===== src/rtl/prs_counter_bank.sv =====
// PRS pulse-counting core: per-channel synchronised edge counters with an
// atomic snapshot-and-clear handshake and a level-based config port.

module prs_ch_lane #(
    parameter int CNT_W       = 8,
    parameter int SYNC_STAGES = 2,
    parameter int SATURATE    = 1
) (
    input  logic             i_clk,
    input  logic             i_rst_n,
    input  logic             i_ch,
    input  logic             i_cfg_we,
    input  logic [1:0]       i_cfg_mode,
    input  logic             i_clr,
    output logic [CNT_W-1:0] o_cnt,
    output logic             o_ovf
);
    localparam logic [CNT_W-1:0] CNT_MAX = '1;

    logic [SYNC_STAGES-1:0] sync_q;
    logic                   dly_q;
    logic [1:0]             mode_q;
    logic [CNT_W-1:0]       cnt_q;
    logic                   ovf_q;
    logic                   rise, fall, evt;

    always_ff @(posedge i_clk or negedge i_rst_n) begin
        if (!i_rst_n) begin
            sync_q <= '0;
            dly_q  <= 1'b0;
            mode_q <= 2'b00;
        end else begin
            sync_q <= {sync_q[SYNC_STAGES-2:0], i_ch};
            dly_q  <= sync_q[SYNC_STAGES-1];
            if (i_cfg_we)
                mode_q <= i_cfg_mode;
        end
    end

    assign rise = sync_q[SYNC_STAGES-1] & ~dly_q;
    assign fall = ~sync_q[SYNC_STAGES-1] & dly_q;
    assign evt  = (mode_q[0] & rise) | (mode_q[1] & fall);

    // On a snapshot the counter restarts from this cycle's event so nothing is lost.
    always_ff @(posedge i_clk or negedge i_rst_n) begin
        if (!i_rst_n) begin
            cnt_q <= '0;
            ovf_q <= 1'b0;
        end else if (i_clr) begin
            cnt_q <= {{(CNT_W-1){1'b0}}, evt};
            ovf_q <= 1'b0;
        end else if (evt) begin
            if (cnt_q == CNT_MAX) begin
                ovf_q <= 1'b1;
                if (SATURATE == 0)
                    cnt_q <= '0;
            end else begin
                cnt_q <= cnt_q + CNT_W'(1);
            end
        end
    end

    assign o_cnt = cnt_q;
    assign o_ovf = ovf_q;
endmodule

module prs_counter_bank #(
    parameter int NUM_CH      = 16,
    parameter int CNT_W       = 8,
    parameter int SYNC_STAGES = 2,
    parameter int SATURATE    = 1
) (
    input  logic                    i_clk,
    input  logic                    i_rst_n,
    input  logic [NUM_CH-1:0]       i_ch,
    input  logic [2*NUM_CH-1:0]     i_cfg_data,
    input  logic                    i_cfg_valid,
    output logic                    o_cfg_ack,
    input  logic                    i_snap_req,
    output logic                    o_snap_valid,
    input  logic                    i_snap_ack,
    output logic [NUM_CH*CNT_W-1:0] o_snap_data,
    output logic [NUM_CH-1:0]       o_snap_ovf,
    output logic                    o_busy
);
    typedef enum logic {S_IDLE = 1'b0, S_HOLD = 1'b1} state_t;

    state_t                         state_q, state_d;
    logic                           snap_take, cfg_apply;
    logic [NUM_CH-1:0][CNT_W-1:0]   cnt;
    logic [NUM_CH-1:0]              ovf;
    logic [NUM_CH-1:0][CNT_W-1:0]   snap_data_q;
    logic [NUM_CH-1:0]              snap_ovf_q;
    logic                           cfg_ack_q;

    for (genvar g = 0; g < NUM_CH; g++) begin : g_lane
        prs_ch_lane #(
            .CNT_W      (CNT_W),
            .SYNC_STAGES(SYNC_STAGES),
            .SATURATE   (SATURATE)
        ) u_lane (
            .i_clk     (i_clk),
            .i_rst_n   (i_rst_n),
            .i_ch      (i_ch[g]),
            .i_cfg_we  (cfg_apply),
            .i_cfg_mode(i_cfg_data[2*g +: 2]),
            .i_clr     (snap_take),
            .o_cnt     (cnt[g]),
            .o_ovf     (ovf[g])
        );
    end

    always_ff @(posedge i_clk or negedge i_rst_n) begin
        if (!i_rst_n)
            state_q <= S_IDLE;
        else
            state_q <= state_d;
    end

    // Snapshot wins over config; config only lands in IDLE with no request pending.
    always_comb begin
        state_d   = state_q;
        snap_take = 1'b0;
        cfg_apply = 1'b0;
        case (state_q)
            S_IDLE: begin
                if (i_snap_req) begin
                    snap_take = 1'b1;
                    state_d   = S_HOLD;
                end else if (i_cfg_valid) begin
                    cfg_apply = 1'b1;
                end
            end
            S_HOLD: begin
                if (i_snap_ack)
                    state_d = S_IDLE;
            end
            default: state_d = S_IDLE;
        endcase
    end

    always_ff @(posedge i_clk or negedge i_rst_n) begin
        if (!i_rst_n) begin
            snap_data_q <= '0;
            snap_ovf_q  <= '0;
            cfg_ack_q   <= 1'b0;
        end else begin
            cfg_ack_q <= cfg_apply;
            if (snap_take) begin
                snap_data_q <= cnt;
                snap_ovf_q  <= ovf;
            end
        end
    end

    assign o_snap_data  = snap_data_q;
    assign o_snap_ovf   = snap_ovf_q;
    assign o_cfg_ack    = cfg_ack_q;
    assign o_snap_valid = (state_q == S_HOLD);
    assign o_busy       = (state_q == S_HOLD);
endmodule


===== config.mk =====
export PLATFORM = sky130hd
export DESIGN_NAME = prs_counter_bank
export DESIGN_NICKNAME = d
export VERILOG_FILES = /design/src/rtl/prs_counter_bank.sv
export SDC_FILE = /design/constraint.sdc
export NUM_CORES = 1
export LEC_CHECK = 0
export BUFFER_PORTS_ARGS = -buffer_cell sky130_fd_sc_hd__buf_2
export CAP_MARGIN = 5
export CELL_PAD_IN_SITES_DETAIL_PLACEMENT = 1
export CELL_PAD_IN_SITES_GLOBAL_PLACEMENT = 1
export CORE_MARGIN = 1
export CORE_UTILIZATION = 38
export CTS_BUF_LIST = sky130_fd_sc_hd__clkbuf_16
export DETAILED_ROUTE_END_ITERATION = 10
export PLACE_DENSITY = 0.67
export SYNTH_ARGS = -nofsm -noshare
export SYNTH_HDL_FRONTEND = slang
export SYNTH_HIERARCHICAL = 1
export SYNTH_SLANG_ARGS = --single-unit

===== constraint.sdc =====
create_clock -name i_clk -period 4.2 [get_ports i_clk]
set_clock_uncertainty 0.15 [all_clocks]
set_input_delay 0.63 -clock i_clk [delete_from_list [all_inputs] [get_ports i_clk]]
set_output_delay 0.63 -clock i_clk [all_outputs]
set_load 0.02 [all_outputs]

=== Word level (Yosys, flattened, before mapping) ===
Index checks and enable logic that the tools add are counted.

* Bits in registers: 370
* Word-level logic and storage cells: 427

* Add/sub/neg operators: 16
* Equal/unequal tests: 32
* Mux-type cells: 103
* Bitwise operators: 113
* Reduce and logical (&&, ||, !) cells: 64

{| class="wikitable"
|+ Operators by type and width
! operator !! number
|-
| 8-bit 2-to-1 mux || 48
|-
| 8-bit by 1-bit adder with 8-bit output (second input constant) || 16
|-
| 8-bit equality test (second input constant) || 16
|-
| 1-bit bitwise AND || 64
|-
| 2-bit AND reduction || 32
|-
| 2-bit nonzero test || 32
|-
| 1-bit 2-to-1 mux || 54
|-
| 1-bit NOT || 33
|-
| 2-bit != test (second input constant) || 15
|-
| 1-bit bitwise OR || 16
|-
| 2-bit by 1-bit != test with 1-bit output (second input constant) || 1
|-
| 1-bit one-hot mux with 2 select lines || 1
|}

=== Logic depth before layout (Yosys ltp) ===
* Depth in word-level cells: 6
* Mapped depth: 7

=== Modules after synthesis ===
The synthesis kept the hierarchy.

{| class="wikitable"
|+ By module, submodules not included
! module !! instances !! cells an instance !! area each (sq um) !! seq. area each (sq um)
|-
| prs_ch_lane (g_lane[0].u_lane ...) || 14 || 57 || 628.1 || 350.3
|-
| prs_counter_bank || 1 || 311 || 6145.9 || 3653.5
|-
| prs_ch_lane (g_lane[3].u_lane) || 1 || 59 || 714.4 || 350.3
|-
| prs_ch_lane (g_lane[9].u_lane) || 1 || 58 || 695.7 || 350.3
|}

=== Worst setup path before layout ===
OpenSTA, ideal clock, no wires.

* Path type: input to register
* Start: input port i_snap_req
* End: register g_lane[0].u_lane.mode_q[0]
* Library setup time: 0.125 ns
* Arrival time: 3.515 ns
* Required time: 3.925 ns
* Slack: 0.410 ns
* Stages: 2
* Buffers on the path: 0
* Path through: nor3b_1 -> mux2_2

* Longest elaborated chain between the ends: 2

{| class="wikitable"
|+ Ends and longest elaborated chain
! element !! RTL line !! source
|-
| start, declared || 79 || <nowiki>input logic i_snap_req,</nowiki>
|-
| 1-bit 2-to-1 mux || 127 || <nowiki>if (i_snap_req) begin</nowiki>
|-
| 1-bit 2-to-1 mux || 125 || <nowiki>case (state_q)</nowiki>
|-
| end signal, assigned || 36 || <nowiki>mode_q <= i_cfg_mode;</nowiki>
|-
| end, declared || 22 || <nowiki>logic [1:0] mode_q;</nowiki>
|}

Every way passes these cells.
A chain may end at the register's enable or synchronous reset.

=== Final worst setup path ===
* Start: register state_q (netlist: o_busy)
* End: register snap_data_q, in the netlist o_snap_data[71]

* Longest elaborated chain between the ends: 1

{| class="wikitable"
|+ Ends and longest elaborated chain
! element !! RTL line !! source
|-
| start, declared || 88 || <nowiki>state_t state_q, state_d;</nowiki>
|-
| start signal, assigned || 117 || <nowiki>state_q <= state_d;</nowiki>
|-
| 1-bit 2-to-1 mux || 125 ||
|-
| end signal, assigned || 150 || <nowiki>snap_data_q <= cnt;</nowiki>
|-
| end, declared || 92 || <nowiki>logic [NUM_CH-1:0][CNT_W-1:0] snap_data_q;</nowiki>
|}

Every way passes these cells.

==> impl_metrics.json <==
{
  "outcome": "complete, no violations",
  "dp_hpwl_mm": 24.0,
  "antenna_found_initial": 0,
  "hold_violations": 0,
  "yosys-top-cells-count": "dfrtp_1 (370), mux2_4 (138), a21oi_1 (104), nand3_1 (64), nand2_1 (60)",
  "tightest_slew_ps": 811,
  "synth_area_per_cell_sq_um": 13.3,
  "slowest_delay_ps": 450,
  "grt_max_degree": 97,
  "synth_top_cell_by_area": "dfrtp_1",
  "cts_buffers": 44,
  "fillCellCount": 4440,
  "critPathMaxFanout": 58,
  "dieWidth_um": 209,
  "ant_nets": 0,
  "setup-tns-final_ps": 0,
  "clk_latency_ps": 550,
  "ys_seq_elements": 370,
  "synth_edf_count": 0,
  "fin_nets": 1516,
  "yosys.area.top_type_share": 0.566,
  "yosys_warnings": 6,
  "portBuffers": 199,
  "synth_cells": 1226,
  "cp_cell_sequence": "nor2b_4 -> buf_12 -> buf_12 -> mux2_4",
  "power_density_nw_per_um2": 501,
  "cp_data_arrival_time_ps": 2420,
  "cts_sinks": 370,
  "yosysUniqueCellTypes": 49,
  "cp_top_family": "buffers and inverters",
  "tritoncts": "yes",
  "critPathKind": "register to register",
  "switchingPower_mw": 2.80,
  "drv_slew": 0,
  "place_congestion": 0.715,
  "multiInputGateArea_sq_um": 6530,
  "ctsHoldBuffers": 8,
  "route.detailed.drc": 0,
  "cts_max_level": 2,
  "rsz0062_at_grt": "false",
  "route.final.wire_length_mm": 35.9,
  "drive_gt1_frac": 0.341,
  "grt_pass1_vias": 11400,
  "fmax_mhz": 466,
  "cap_violations": 0,
  "dr.pass1.iters": 4,
  "grt-busiest-layer": "met2",
  "area_delta_synth_final_pct": 17.0,
  "ys_seq_area_frac": 0.566,
  "synthArstFlopShare": 1.00,
  "cts_resized": 0,
  "grt_first_pass_wirelength_mm": 60.4,
  "use_met3": 0.0314,
  "whs_path_depth": 1,
  "rr_worst_depth": 4,
  "rows": 75,
  "synth.most_common_cell": "dfrtp_1",
  "p_clk_frac": 0.362,
  "met2_usage": 0.284,
  "num_antenna_cells": 0,
  "path_buf_inv": 2,
  "netSwitchingFraction": 0.292,
  "period_share": 0.511,
  "postCtsSetupBuffers": 0,
  "stdcell_count": 2021,
  "pwr-share-comb": 0.176,
  "post-place-cells": 1932,
  "crit_cells": 4,
  "drt_iter0_markers": 464,
  "setup_viol": 0,
  "grt.total_usage": 0.168,
  "gr-total-overflow": 0,
  "die_h_um": 209,
  "peakVddDrop_uv": 287,
  "startpoint_type": "register",
  "critPathMostFrequentCell": "buf_12",
  "start_util": 0.387,
  "slew_headroom": 0.460,
  "p_leak_nw": 9.10,
  "core_sq_um": 42200,
  "worst_setup_path_end_kind": "register",
  "dieArea_sq_um": 43900,
  "internal_power_mw": 6.79,
  "cts-root-buf": "clkbuf_16",
  "via_per_inst": 5.27,
  "synth_area_sq_um": 16300,
  "num_vias": 10600,
  "p_total_mw": 9.59,
  "crit_path_top_delay_cell": "dfrtp_1",
  "p_seq_frac": 0.461,
  "cts_buffer_depth": 3,
  "min_period_ps": 2150,
  "seqCellArea_sq_um": 9260,
  "synth-main-ff-cell": "dfrtp_1",
  "use_met1": 0.217,
  "yosys-top-cells-area": "dfrtp_1 (57%), mux2_4 (13%), a21oi_1 (3.2%), mux2_2 (2.7%), nand3_1 (2.0%)",
  "hold_path_class": "input port to register",
  "crit_required_ps": 4480,
  "ios": 200,
  "wl_per_cell_um": 17.8,
  "clk_pin_slew_ps": 60,
  "synth_nets": 1295
}
## final cells by class
cell class / count / area share
multi-input cells: 793 / 0.341
clock inverters: 36 / 0.0101
inverters: 15 / 0.00294
clock buffers: 45 / 0.0588
flip-flops and latches: 370 / 0.484
well taps: 539 / 0.0352
repair buffers: 223 / 0.0676
## cells in the final DEF, fill, tap and decap left out, types with 2 or more instances in the layout
cell type	synthesis	routed
a211oi_1	5	5
a211oi_2	3	3
a21oi_1	104	104
a21oi_2	4	4
a31oi_1	6	6
and4_4	3	3
buf_12	15	7
buf_2	1	198
buf_4	15	9
clkbuf_16	0	45
clkinv_1	0	10
clkinv_2	0	9
dfrtp_1	370	370
dlygate4sd3_1	0	8
ha_1	16	16
inv_1	15	27
inv_6	0	4
mux2_2	39	39
mux2_4	138	138
mux2i_1	14	14
nand2_1	60	60
nand3_1	64	64
nand3b_1	42	42
nand3b_4	4	4
nand4_1	2	2
nand4_2	15	15
nor2_1	50	50
nor2b_1	6	6
nor3_1	3	3
o211ai_1	14	14
o21ai_0	42	42
o21bai_1	2	2
o2bb2ai_1	2	2
o2bb2ai_2	14	14
o31ai_1	42	42
or3_1	42	42
or4_1	42	42
## stage by stage
step	area, sq um	worst slack (ps)	hold slack [ps]	utilization
final	19100	2050	38.6	0.453
after global routing	19100	1950	6.70	0.453
after CTS	19100	2050	0.754	0.453
after detailed placement	17700	1800	186	0.420
after global placement	17700	1780	183	0.420
after floorplan	16300	410	181	-
## final timing paths
path	endpoint	slack [ps]	start
min in group asynchronous	g_lane[15].u_lane/sync_q[0]	480	i_rst_n
worst min-delay path	g_lane[1].u_lane/sync_q[0]	40	i_ch[1]
worst max register to register	o_snap_data[71]	2050	o_busy
worst min register to register	g_lane[3].u_lane/sync_q[1]	200	g_lane[3].u_lane/sync_q[0]
worst max-delay path	o_snap_data[71]	2050	o_busy
max in group asynchronous	o_snap_data[11]	2340	i_rst_n
## kinds of logic after synthesis
logic type | count (synthesis) | synth area share
adders and majority gates | 16 | 0.0122
AOI/OAI and AO/OA | 242 | 0.0966
and+or+nand+nor | 343 | 0.128
buffers and inverters | 63 | 0.0344
DFF | 370 | 0.566
muxes | 192 | 0.163
## worst register-to-register path, cell delays in order (launching register included)
cell,delay [ps]
dfrtp_1,450
nor2b_4,410
buf_12,270
buf_12,340
mux2_4,400
## per-layer routing
metal	wire length [um]	share of wire
met1	15900	0.44
met2	17800	0.50
met3	1370	0.038
met4	820	0.023
met5	0	0
## power groups by stage
stage / Sequential (mW) / Combinational [mW] / Clock [mW]
6_report: 4.43 / 1.69 / 3.48
3_3_place_gp: 4.47 / 1.65 / 0
2_1_floorplan: 4.60 / 1.06 / 0
3_5_place_dp: 4.49 / 1.71 / 0
5_1_grt: 4.50 / 1.86 / 3.73
4_1_cts: 4.43 / 1.72 / 3.60
## registers in the layout, summed over array words and instances (netlist names)
register and flops:
o_busy 1, g_lane.u_lane/dly_q 16, o_snap_data 128, g_lane.u_lane/o_cnt 128
o_cfg_ack 1, g_lane.u_lane/o_ovf 16, g_lane.u_lane/sync_q 32, o_snap_ovf 16
g_lane.u_lane/mode_q 32
No activity file was read; power rests on OpenSTA's default activity.
